### src/rtl/reg_file_pkg.sv
// Shared constants and byte-merge helper for the reg_file_sb register file.
package reg_file_pkg;

  localparam int unsigned REG_ZERO   = 0;
  localparam int unsigned REG_V0     = 2;

  // Widest register the merge helper supports; narrower words are zero-extended.
  localparam int unsigned MAX_DATA_W = 128;
  localparam int unsigned MAX_BE_W   = MAX_DATA_W / 8;

  // Replace the bytes of i_old selected by i_be with the matching bytes of i_new.
  function automatic logic [MAX_DATA_W-1:0] byte_merge(
    input logic [MAX_DATA_W-1:0] i_old,
    input logic [MAX_DATA_W-1:0] i_new,
    input logic [MAX_BE_W-1:0]   i_be
  );
    logic [MAX_DATA_W-1:0] v;
    v = i_old;
    for (int unsigned b = 0; b < MAX_BE_W; b++) begin
      if (i_be[b]) v[b*8 +: 8] = i_new[b*8 +: 8];
    end
    return v;
  endfunction

endpackage

### src/rtl/reg_scoreboard.sv
// Busy-bit scoreboard: tracks registers reserved by in-flight loads.
// A clear (memory writeback) is applied before a same-cycle reservation.
module reg_scoreboard
  import reg_file_pkg::*;
#(
  parameter int unsigned ADDR_W = 5
) (
  input  logic                  clk,
  input  logic                  reset_n,
  input  logic                  i_rsv_en,
  input  logic [ADDR_W-1:0]     i_rsv_addr,
  input  logic                  i_clr_en,
  input  logic [ADDR_W-1:0]     i_clr_addr,
  output logic [(1<<ADDR_W)-1:0] o_busy,
  output logic [ADDR_W:0]       o_count
);

  localparam int unsigned DEPTH = 1 << ADDR_W;

  logic [DEPTH-1:0] r_busy;
  logic [ADDR_W:0]  r_count;
  logic [DEPTH-1:0] w_busy_nxt;
  logic [ADDR_W:0]  w_count_nxt;
  logic             w_clr;
  logic             w_set;

  // Next busy vector and count: clear first, then reserve.
  always_comb begin
    w_busy_nxt  = r_busy;
    w_count_nxt = r_count;
    w_clr       = i_clr_en && (i_clr_addr != ADDR_W'(REG_ZERO)) && r_busy[i_clr_addr];
    if (w_clr) w_busy_nxt[i_clr_addr] = 1'b0;
    w_set       = i_rsv_en && (i_rsv_addr != ADDR_W'(REG_ZERO)) && !w_busy_nxt[i_rsv_addr];
    if (w_set) w_busy_nxt[i_rsv_addr] = 1'b1;
    case ({w_set, w_clr})
      2'b10:   w_count_nxt = r_count + (ADDR_W+1)'(1);
      2'b01:   w_count_nxt = r_count - (ADDR_W+1)'(1);
      default: w_count_nxt = r_count;
    endcase
  end

  // Scoreboard state register.
  always_ff @(posedge clk or negedge reset_n) begin
    if (!reset_n) begin
      r_busy  <= '0;
      r_count <= '0;
    end else begin
      r_busy  <= w_busy_nxt;
      r_count <= w_count_nxt;
    end
  end

  assign o_busy  = r_busy;
  assign o_count = r_count;

endmodule

### src/rtl/reg_file_sb.sv
// Register file with N combinational read ports, an ALU write port, a
// byte-enabled memory write port and a load-reservation scoreboard.
// Optional same-cycle forwarding is enabled by defining REG_BYPASS_EN.
module reg_file_sb
  import reg_file_pkg::*;
#(
  parameter int unsigned DATA_W = 32,
  parameter int unsigned ADDR_W = 5,
  parameter int unsigned N_READ = 2
) (
  input  logic                       clk,
  input  logic                       reset_n,
  input  logic [N_READ*ADDR_W-1:0]   rd_addr,
  output logic [N_READ*DATA_W-1:0]   rd_data,
  output logic [N_READ-1:0]          rd_busy,
  input  logic                       wr0_en,
  input  logic [ADDR_W-1:0]          wr0_addr,
  input  logic [DATA_W-1:0]          wr0_data,
  input  logic                       wr1_en,
  input  logic [ADDR_W-1:0]          wr1_addr,
  input  logic [DATA_W-1:0]          wr1_data,
  input  logic [DATA_W/8-1:0]        wr1_be,
  input  logic                       rsv_en,
  input  logic [ADDR_W-1:0]          rsv_addr,
  output logic [ADDR_W:0]            rsv_count,
  output logic [DATA_W-1:0]          register_v0
);

  localparam int unsigned DEPTH = 1 << ADDR_W;
  localparam int unsigned BE_W  = DATA_W / 8;

  logic [DATA_W-1:0] r_regs [DEPTH];
  logic [DEPTH-1:0]  w_busy;
  logic              w_wr0_ok;
  logic              w_wr1_ok;
  logic              w_same;
  logic [DATA_W-1:0] w_wr1_merged;

  // Merge at the configured word width using the shared package helper.
  function automatic logic [DATA_W-1:0] merge_w(
    input logic [DATA_W-1:0] i_old,
    input logic [DATA_W-1:0] i_new,
    input logic [BE_W-1:0]   i_be
  );
    return DATA_W'(byte_merge(MAX_DATA_W'(i_old), MAX_DATA_W'(i_new), MAX_BE_W'(i_be)));
  endfunction

  // Read view of one register: storage, optionally overlaid with this cycle's writes.
  function automatic logic [DATA_W-1:0] read_word(input logic [ADDR_W-1:0] i_a);
    logic [DATA_W-1:0] v;
    v = (i_a == ADDR_W'(REG_ZERO)) ? '0 : r_regs[i_a];
`ifdef REG_BYPASS_EN
    if (i_a != ADDR_W'(REG_ZERO)) begin
      if (wr0_en && (wr0_addr == i_a))      v = wr0_data;
      else if (wr1_en && (wr1_addr == i_a)) v = merge_w(r_regs[i_a], wr1_data, wr1_be);
    end
`endif
    return v;
  endfunction

  // Busy view of one register; a same-cycle clear hides it when forwarding.
  function automatic logic read_busy(input logic [ADDR_W-1:0] i_a);
    logic b;
    b = w_busy[i_a];
`ifdef REG_BYPASS_EN
    if (wr1_en && (wr1_addr == i_a)) b = 1'b0;
`endif
    return b;
  endfunction

  assign w_wr0_ok     = wr0_en && (wr0_addr != ADDR_W'(REG_ZERO));
  assign w_wr1_ok     = wr1_en && (wr1_addr != ADDR_W'(REG_ZERO));
  assign w_same       = w_wr0_ok && (wr0_addr == wr1_addr);
  assign w_wr1_merged = merge_w(r_regs[wr1_addr], wr1_data, wr1_be);

  // Storage: ALU word write wins over the memory byte write to the same register.
  always_ff @(posedge clk or negedge reset_n) begin
    if (!reset_n) begin
      for (int unsigned i = 0; i < DEPTH; i++) r_regs[i] <= '0;
    end else begin
      for (int unsigned i = 1; i < DEPTH; i++) begin
        if (w_wr0_ok && (wr0_addr == ADDR_W'(i))) begin
          r_regs[i] <= wr0_data;
        end else if (w_wr1_ok && !w_same && (wr1_addr == ADDR_W'(i))) begin
          r_regs[i] <= w_wr1_merged;
        end
      end
    end
  end

  reg_scoreboard #(
    .ADDR_W (ADDR_W)
  ) u_scoreboard (
    .clk        (clk),
    .reset_n    (reset_n),
    .i_rsv_en   (rsv_en),
    .i_rsv_addr (rsv_addr),
    .i_clr_en   (wr1_en),
    .i_clr_addr (wr1_addr),
    .o_busy     (w_busy),
    .o_count    (rsv_count)
  );

  // Read port muxes.
  always_comb begin
    rd_data = '0;
    rd_busy = '0;
    for (int unsigned p = 0; p < N_READ; p++) begin
      rd_data[p*DATA_W +: DATA_W] = read_word(rd_addr[p*ADDR_W +: ADDR_W]);
      rd_busy[p]                  = read_busy(rd_addr[p*ADDR_W +: ADDR_W]);
    end
  end

  assign register_v0 = read_word(ADDR_W'(REG_V0));

endmodule

### config.mk
export PLATFORM = sky130hd
export DESIGN_NAME = reg_file_sb
export DESIGN_NICKNAME = d
export VERILOG_FILES = /design/src/rtl/reg_file_pkg.sv /design/src/rtl/reg_scoreboard.sv /design/src/rtl/reg_file_sb.sv
export SDC_FILE = /design/constraint.sdc
export NUM_CORES = 2
export LEC_CHECK = 0
export ABC_CLOCK_PERIOD_IN_PS = 3780
export CAP_MARGIN = 15
export CORE_AREA = 2 2 423 425
export DETAILED_ROUTE_END_ITERATION = 7
export DIE_AREA = 0 0 425 427
export SLEW_MARGIN = 20
export SYNTH_ARGS = -nofsm -noshare
export SYNTH_HDL_FRONTEND = slang
export SYNTH_SLANG_ARGS = --single-unit
### constraint.sdc
create_clock -name clk -period 3.78 [get_ports clk]
set_clock_uncertainty 0.15 [all_clocks]
set_input_delay 0.567 -clock clk [delete_from_list [all_inputs] [get_ports clk]]
set_output_delay 0.567 -clock clk [all_outputs]
set_load 0.02 [all_outputs]
# [Yosys cells after proc, flatten, opt, wreduce, memory -nomap -nowiden]
# Index checks and enable logic that the tools add are counted.
[word_totals] ff_bits=1030 inputBits=98 output_inout_bits=104 wordCells=317
[op_classes] n_addsub=2 magnitude_cmp=9 eq_ne=65 muxes=92 n_bitwise=6 reduce_logical=110
[op_table] op="2-to-1 mux 32 bit" n=72
[op_table] op="binary-select mux 32 bit (select 5 bit)" n=3
[op_table] op="equality test 5 bit, second input constant" n=32
[op_table] op="equality test 5 x 4 -> 1 bit, second input constant" n=16
[op_table] op="logical AND 1 bit" n=71
[op_table] op="nonzero test 2 bit" n=32
[op_table] op="equality test 5 x 3 -> 1 bit, second input constant" n=8
[op_table] op="AND 32 bit" n=1
[op_table] op="2-to-1 mux 8 bit" n=4
[op_table] op="NOT 32 bit" n=1
[op_table] op="bitwise OR 32 bit" n=1
[op_table] op="less-than comparator 5 x 6 -> 1 bit, second input constant" n=4
[op_table] op="binary-select mux 1 bit (select 5 bit)" n=4
[op_table] op="equality test 5 x 2 -> 1 bit, second input constant" n=4
[op_table] op="greater-or-equal comparator 6 bit, second input constant" n=3
[op_table] op="NOT 5 -> 6 bit" n=3
[op_table] op="nonzero test 5 bit" n=3
[op_table] op="case mux 6 bit (2 select lines)" n=1
[op_table] op="demux 1 bit (select 5 bit)" n=2
[op_table] op="equality test 5 x 1 -> 1 bit, second input constant" n=2
[op_table] op="greater-or-equal comparator 5 x 1 -> 1 bit, second input constant" n=2
[op_table] op="logical NOT 5 bit" n=2
[op_table] op="adder 6 x 1 -> 6 bit, second input constant" n=1
[op_table] op="2-to-1 mux 1 bit" n=6
[op_table] op="other kinds (5)" n=6

# [Depth between registers and ports, before layout]
[depth] word_depth=13 depth_mapped=21 depth_no_buf=15

# [Cells and area by module]
# A second synthesis with hierarchy kept.
[unflattened] cells_unflattened=6642 area_unflattened_um2=72614.6
[modules_own_cells] module="reg_file_sb" instances=1 cells_per_inst=6325 area_each_um2=69917.1 seq_area_each_um2=24823.8
[modules_own_cells] module="reg_scoreboard" instances=1 cells_per_inst=317 area_each_um2=2697.6 seq_area_each_um2=950.9

# [Least setup slack after synthesis]
# OpenSTA, ideal clock, no wires.
[synth_path] kind="input -> register" startpoint="input wr1_addr[0]" endpoint="register u_scoreboard.r_count[4], in the netlist u_scoreboard.o_count[4]" setup_time_ns=0.133 arrival_ns=4.343 t_required_ns=3.497 slack_ns=-0.846 stages=20 path_buffers=5 path_cell_list="buf_4 buf_6 buf_6 buf_8 mux2i_1 a31oi_4 nand3_1 o31a_1 a211o_1 or3b_1 nand4b_1 ha_1 clkbuf_1 xor2_1 ha_1 a211oi_1 a21oi_1 a22oi_1 nor2_1 xor2_1"
[synth_via] elab_chain_cells=13 word_cells_on_any_way=21 cone_classes="order compare: 2; eq/ne: 2; mux: 8; bitwise: 2; reduce/logical: 7"
[synth_rtl] item="start, declared" line="reg_file_sb.sv:20" rtl="input logic [ADDR_W-1:0] wr1_addr,"
[synth_rtl] item="less-than comparator 5 x 6 -> 1 bit (not written as such) / greater-or-equal comparator 5 x 1 -> 1 bit (equally long branches)" line="reg_scoreboard.sv:32" rtl="if (w_clr) w_busy_nxt[i_clr_addr] = 1'b0;"
[synth_rtl] item="logical AND 1 bit (not written as such)" line="reg_scoreboard.sv:32"
[synth_rtl] item="2-to-1 mux 1 bit (not written as such)" line="reg_scoreboard.sv:32"
[synth_rtl] item="demux 1 bit (select 5 bit)"
[synth_rtl] item="NOT 32 bit (no line)"
[synth_rtl] item="AND 32 bit (no line)"
[synth_rtl] item="2-to-1 mux 32 bit" line="reg_scoreboard.sv:32"
[synth_rtl] item="binary-select mux 1 bit (select 5 bit)" line="reg_scoreboard.sv:33" rtl="w_set = i_rsv_en && (i_rsv_addr != ADDR_W'(REG_ZERO)) && !w_busy_nxt[i_rsv_addr];"
[synth_rtl] item="2-to-1 mux 1 bit (not written as such)" line="reg_scoreboard.sv:33"
[synth_rtl] item="logical NOT 1 bit" line="reg_scoreboard.sv:33"
[synth_rtl] item="logical AND 1 bit" line="reg_scoreboard.sv:33"
[synth_rtl] item="equality test 2 x 1 -> 1 bit / equality test 2 bit (equally long branches)" line="reg_scoreboard.sv:35" rtl="case ({w_set, w_clr})"
[synth_rtl] item="case mux 6 bit (2 select lines) / nonzero test 2 bit (equally long branches)"
[synth_rtl] item="end signal, assigned" line="reg_scoreboard.sv:49" rtl="r_count <= w_count_nxt;"
[synth_rtl] item="end, declared" line="reg_scoreboard.sv:21" rtl="logic [ADDR_W:0] r_count;"
# Parallel ways exist; a longest one is shown, timed or not. The select of a mux whose other input is x is not followed.
# A chain may end at the register's enable or synchronous reset.

# [Worst setup path after layout]
[layout_path] startpoint="input rd_addr[5]" endpoint="output rd_data[42]"
[layout_via] elab_chain_cells=5 word_cells_on_any_way=6 cone_classes="mux: 4; bitwise: 1; reduce/logical: 1"
[layout_rtl] item="start, declared" line="reg_file_sb.sv:13" rtl="input logic [N_READ*ADDR_W-1:0] rd_addr,"
[layout_rtl] item="NOT 5 -> 6 bit (not written as such)" line="reg_file_sb.sv:51" rtl="v = (i_a == ADDR_W'(REG_ZERO)) ? '0 : r_regs[i_a];"
[layout_rtl] item="binary-select mux 32 bit (select 5 bit)" line="reg_file_sb.sv:51"
[layout_rtl] item="2-to-1 mux 32 bit (not written as such) (2 in a row)" line="reg_file_sb.sv:51"
[layout_rtl] item="2-to-1 mux 32 bit *" line="reg_file_sb.sv:51"
[layout_rtl] item="end, declared" line="reg_file_sb.sv:14" rtl="output logic [N_READ*DATA_W-1:0] rd_data,"
# Every way passes the cells marked *; elsewhere a longest branch is shown, timed or not. The select of a mux whose other input is x is not followed.

==> impl_results.md <==
- Outcome: finished, violations left
- Violated checks: DRC
- Final nets: a little under 6000
- Vias per cell: 7.628
- Synth warnings: 32
- Global-route wire length before repair: roughly 470000 um
- Sw Pwr: between 10 and 15 mW
- WL/cell: between 40 and 50 um
- Setup crit end kind: output pin
- Yosys cell types: 62
- 1st-iter DRT viols: about 11000
- Total Power: approximately 44 mW
- R2R setup slack: approximately 70 ps
- Grt met1 use: 0.4447
- Largest net degree at the start of global routing: 121
- Worst R2R End: u_scoreboard.o_count[4]$_DFFE_PN0P_
- Grt total ovfl: 0
- Peak supply drop: ~0.00042 V
- CP arrival: a little over 3000 ps
- Worst Max-Slew Pin Slew: 1056 ps
- Worst-Skew Late Latency: slightly above 800 ps
- # IOs: 202
- CTS buffer count: approximately 120
- Clk root buf: clkbuf_16
- Crit start category: input port
- Top FF cell, synth: dfrtp_1
- Row cnt: around 160
- Placer congestion estimate: 0.9795
- Port bufs: 201
- Yosys top cell area share: 0.3856
- Min Clock Period, post-route: between 3000 and 4000 ps
- Yosys reg bits: around 1000
- Cells after synthesis: approximately 5500
- DIE WIDTH: 425 um
- R2r startpoint: u_scoreboard.o_busy[6]$_DFF_PN0_
- WP data required: approximately 3100 ps
- Final ANT Viol Nets: 0
- First-pass DRT Iterations: 8
- Initial Util: 0.3771
- Flop pwr share: 0.388
- Vias in the first global route: 60270
- Final Setup Violations: 0
- Initial antenna violation count: 37
- GR Layer Usage met3: 0.1647
- RSZ-0062 raised after global routing: true
- CTS H-tree lvls: 3
- Routed via count: just over 60000
- Lkg Pwr: roughly 32 nW
- Setup crit start: rd_addr[5]
- Register area share after synthesis: 0.3856
- Yosys top cell by area: dfrtp_1
- Logic pwr share: 0.322
- Fin crit share: 0.9941
- Die area: roughly 180000 um^2
- Net Sw Frac: 0.3365
- CTS tree: built
- MaxCap Viol Count: 0
- CP endpoint: rd_data[42]
- Fin. Hold Viols: 0
- Most common cell after layout, fill and taps aside: dfrtp_1
- Post-Route WL: about 340000 um
- Clock buffer depth: 3
- Core area: about 180000 um^2
- Fin util: 0.4607
- Clk slew on worst S/H paths: ~60 ps
- Async SR Flop Fraction: 1.000
- Die height: roughly 430 um
- Detailed Place HPWL: between 200000 and 250000 um
- Remaining DRCs: 3
- Max-slew violations: 0
- Post-synth EDFFs: 0
- Tightest Hold Check Type: in2async
- Slew HR: 0.2960
- Pwr dens: 534.9 nW/um^2
- Fraction of layout cells with a size suffix above 1: 0.3632
- GR peak layer: met2
- Synth top area cells: dfrtp_1, mux4_2, a22oi_1, o21ai_0, clkbuf_1
- Max frequency: around 270 MHz
- Clock network power share: 0.290
- Synth Cell Area: 66850 um^2
- Area grow syn2layout: 22.16%
- Max FO, Critical Path: 15
- Sink Count: around 1000
- CP Class: in2out
- Most frequent cells in the layout: dfrtp_1, a22oi_1, o21ai_0, mux4_2, buf_4
- Mean post-synth cell area: about 12 um^2
- Fin Hold WS: 89.86 ps
- All-Layer GR Usage: 0.3655
- Worst Reg-to-Reg Cells: 16
- Internal Dissipation: between 20 and 30 mW
- Met2 usage: 0.5112
- Synthesized Nets: approximately 5600
flip-flops by register name, indices dropped and copies added (netlist names):
signal	flops
u_scoreboard.o_count	6
r_regs	960
register_v0	32
u_scoreboard.o_busy	32
critical path, cell delays in order:
cell	delay [ps]
buf_16	260
buf_12	240
nor2b_4	150
buf_12	200
buf_4	170
a22o_1	210
mux4_2	540
mux2_2	390
buf_4	190
Yosys cell counts (all sizes together) (5+ instances only):
master	number
nor2b	12
a21oi	69
o21ai	1022
nand4	6
nand3	15
a31oi	9
nor3	35
a22oi	998
xor2	7
and2	5
nor2	97
nand2	65
a21boi	16
buf	207
a222oi	14
a22o	89
dfrtp	1030
inv	10
nand2b	25
clkbuf	580
a311oi	18
mux2i	13
mux4	873
xnor2	5
o211ai	18
a21o	5
o22ai	12
o31ai	13
mux2	152
timing repair:
item                       4_1_cts  5_1_grt
resized for setup               59       16
setup buffers                    0        1
hold endpoints to repair       219        0
hold buffers                     1        0
pin swaps                        1        2
setup endpoints to repair       60        9
gates cloned                     3        0
worst min path at each step:
stage | from | endpoint | cells after the start
2_1_floorplan | reset_n | r_regs[0]$_DFFE_PN0P_ | 0
3_3_place_gp | reset_n | u_scoreboard.o_busy[19]$_DFF_PN0_ | 1
3_5_place_dp | reset_n | u_scoreboard.o_busy[19]$_DFF_PN0_ | 1
4_1_cts | reset_n | r_regs[389]$_DFFE_PN0P_ | 2
5_1_grt | reset_n | u_scoreboard.o_busy[17]$_DFF_PN0_ | 2
6_report | reset_n | u_scoreboard.o_busy[17]$_DFF_PN0_ | 2
cells by family (layout without fill, tap and decap cells):
group	after synthesis	in the layout	share of synthesized area
xor+xnor	12	12	0.001572
fa+ha+maj	3	3	0.0005616
compound gates	2304	2304	0.2208
buf+inv	797	1094	0.04934
simple gates	285	285	0.02053
mux	1038	1038	0.3217
flops	1030	1030	0.3856
other cells	0	19	0
power groups by stage:
| stage | clock [mW] | combinational [mW] | sequential [mW] |
|---|---|---|---|
| floorplan | 0 | 9.50 | 15.9 |
| global placement | 0 | 13.6 | 16.6 |
| detailed placement | 0 | 13.9 | 16.8 |
| CTS | 12.7 | 13.8 | 16.7 |
| global route | 13.1 | 14.8 | 17.2 |
| finish | 12.7 | 14.0 | 16.9 |
per-layer routing:
metal	up-vias	share of wire
met1	31330	0.33
met3	1688	0.16
met4	26	0.089
met5	-	0.00050
li1	22760	-
met2	6283	0.42
through the flow:
stage	cell area [um^2]	TNS, ps	cells	setup WS [ps]
after floorplan	66960	-1847	5469	-477.9
after global placement	77280	-93650	7899	-869.5
final	81660	0	8140	22.13
after global routing	81630	-210.3	8127	-118.8
after detailed placement	77270	-110810	7899	-701.8
after CTS	81560	0	8121	1.414
area by class of cell:
class                           instances  area, um^2
Clock inverter                         70       949.7
Multi-Input combinational cell       3642       38720
Sequential cell                      1030       25780
Fill cell                           15950       95600
Tap cell                             2355        2947
Clock buffer                          148        3227
Inverter                               10       37.54
Antenna cell                           19       47.55
Timing Repair Buffer                  866        9950
(Power assumes the default switching activity.)
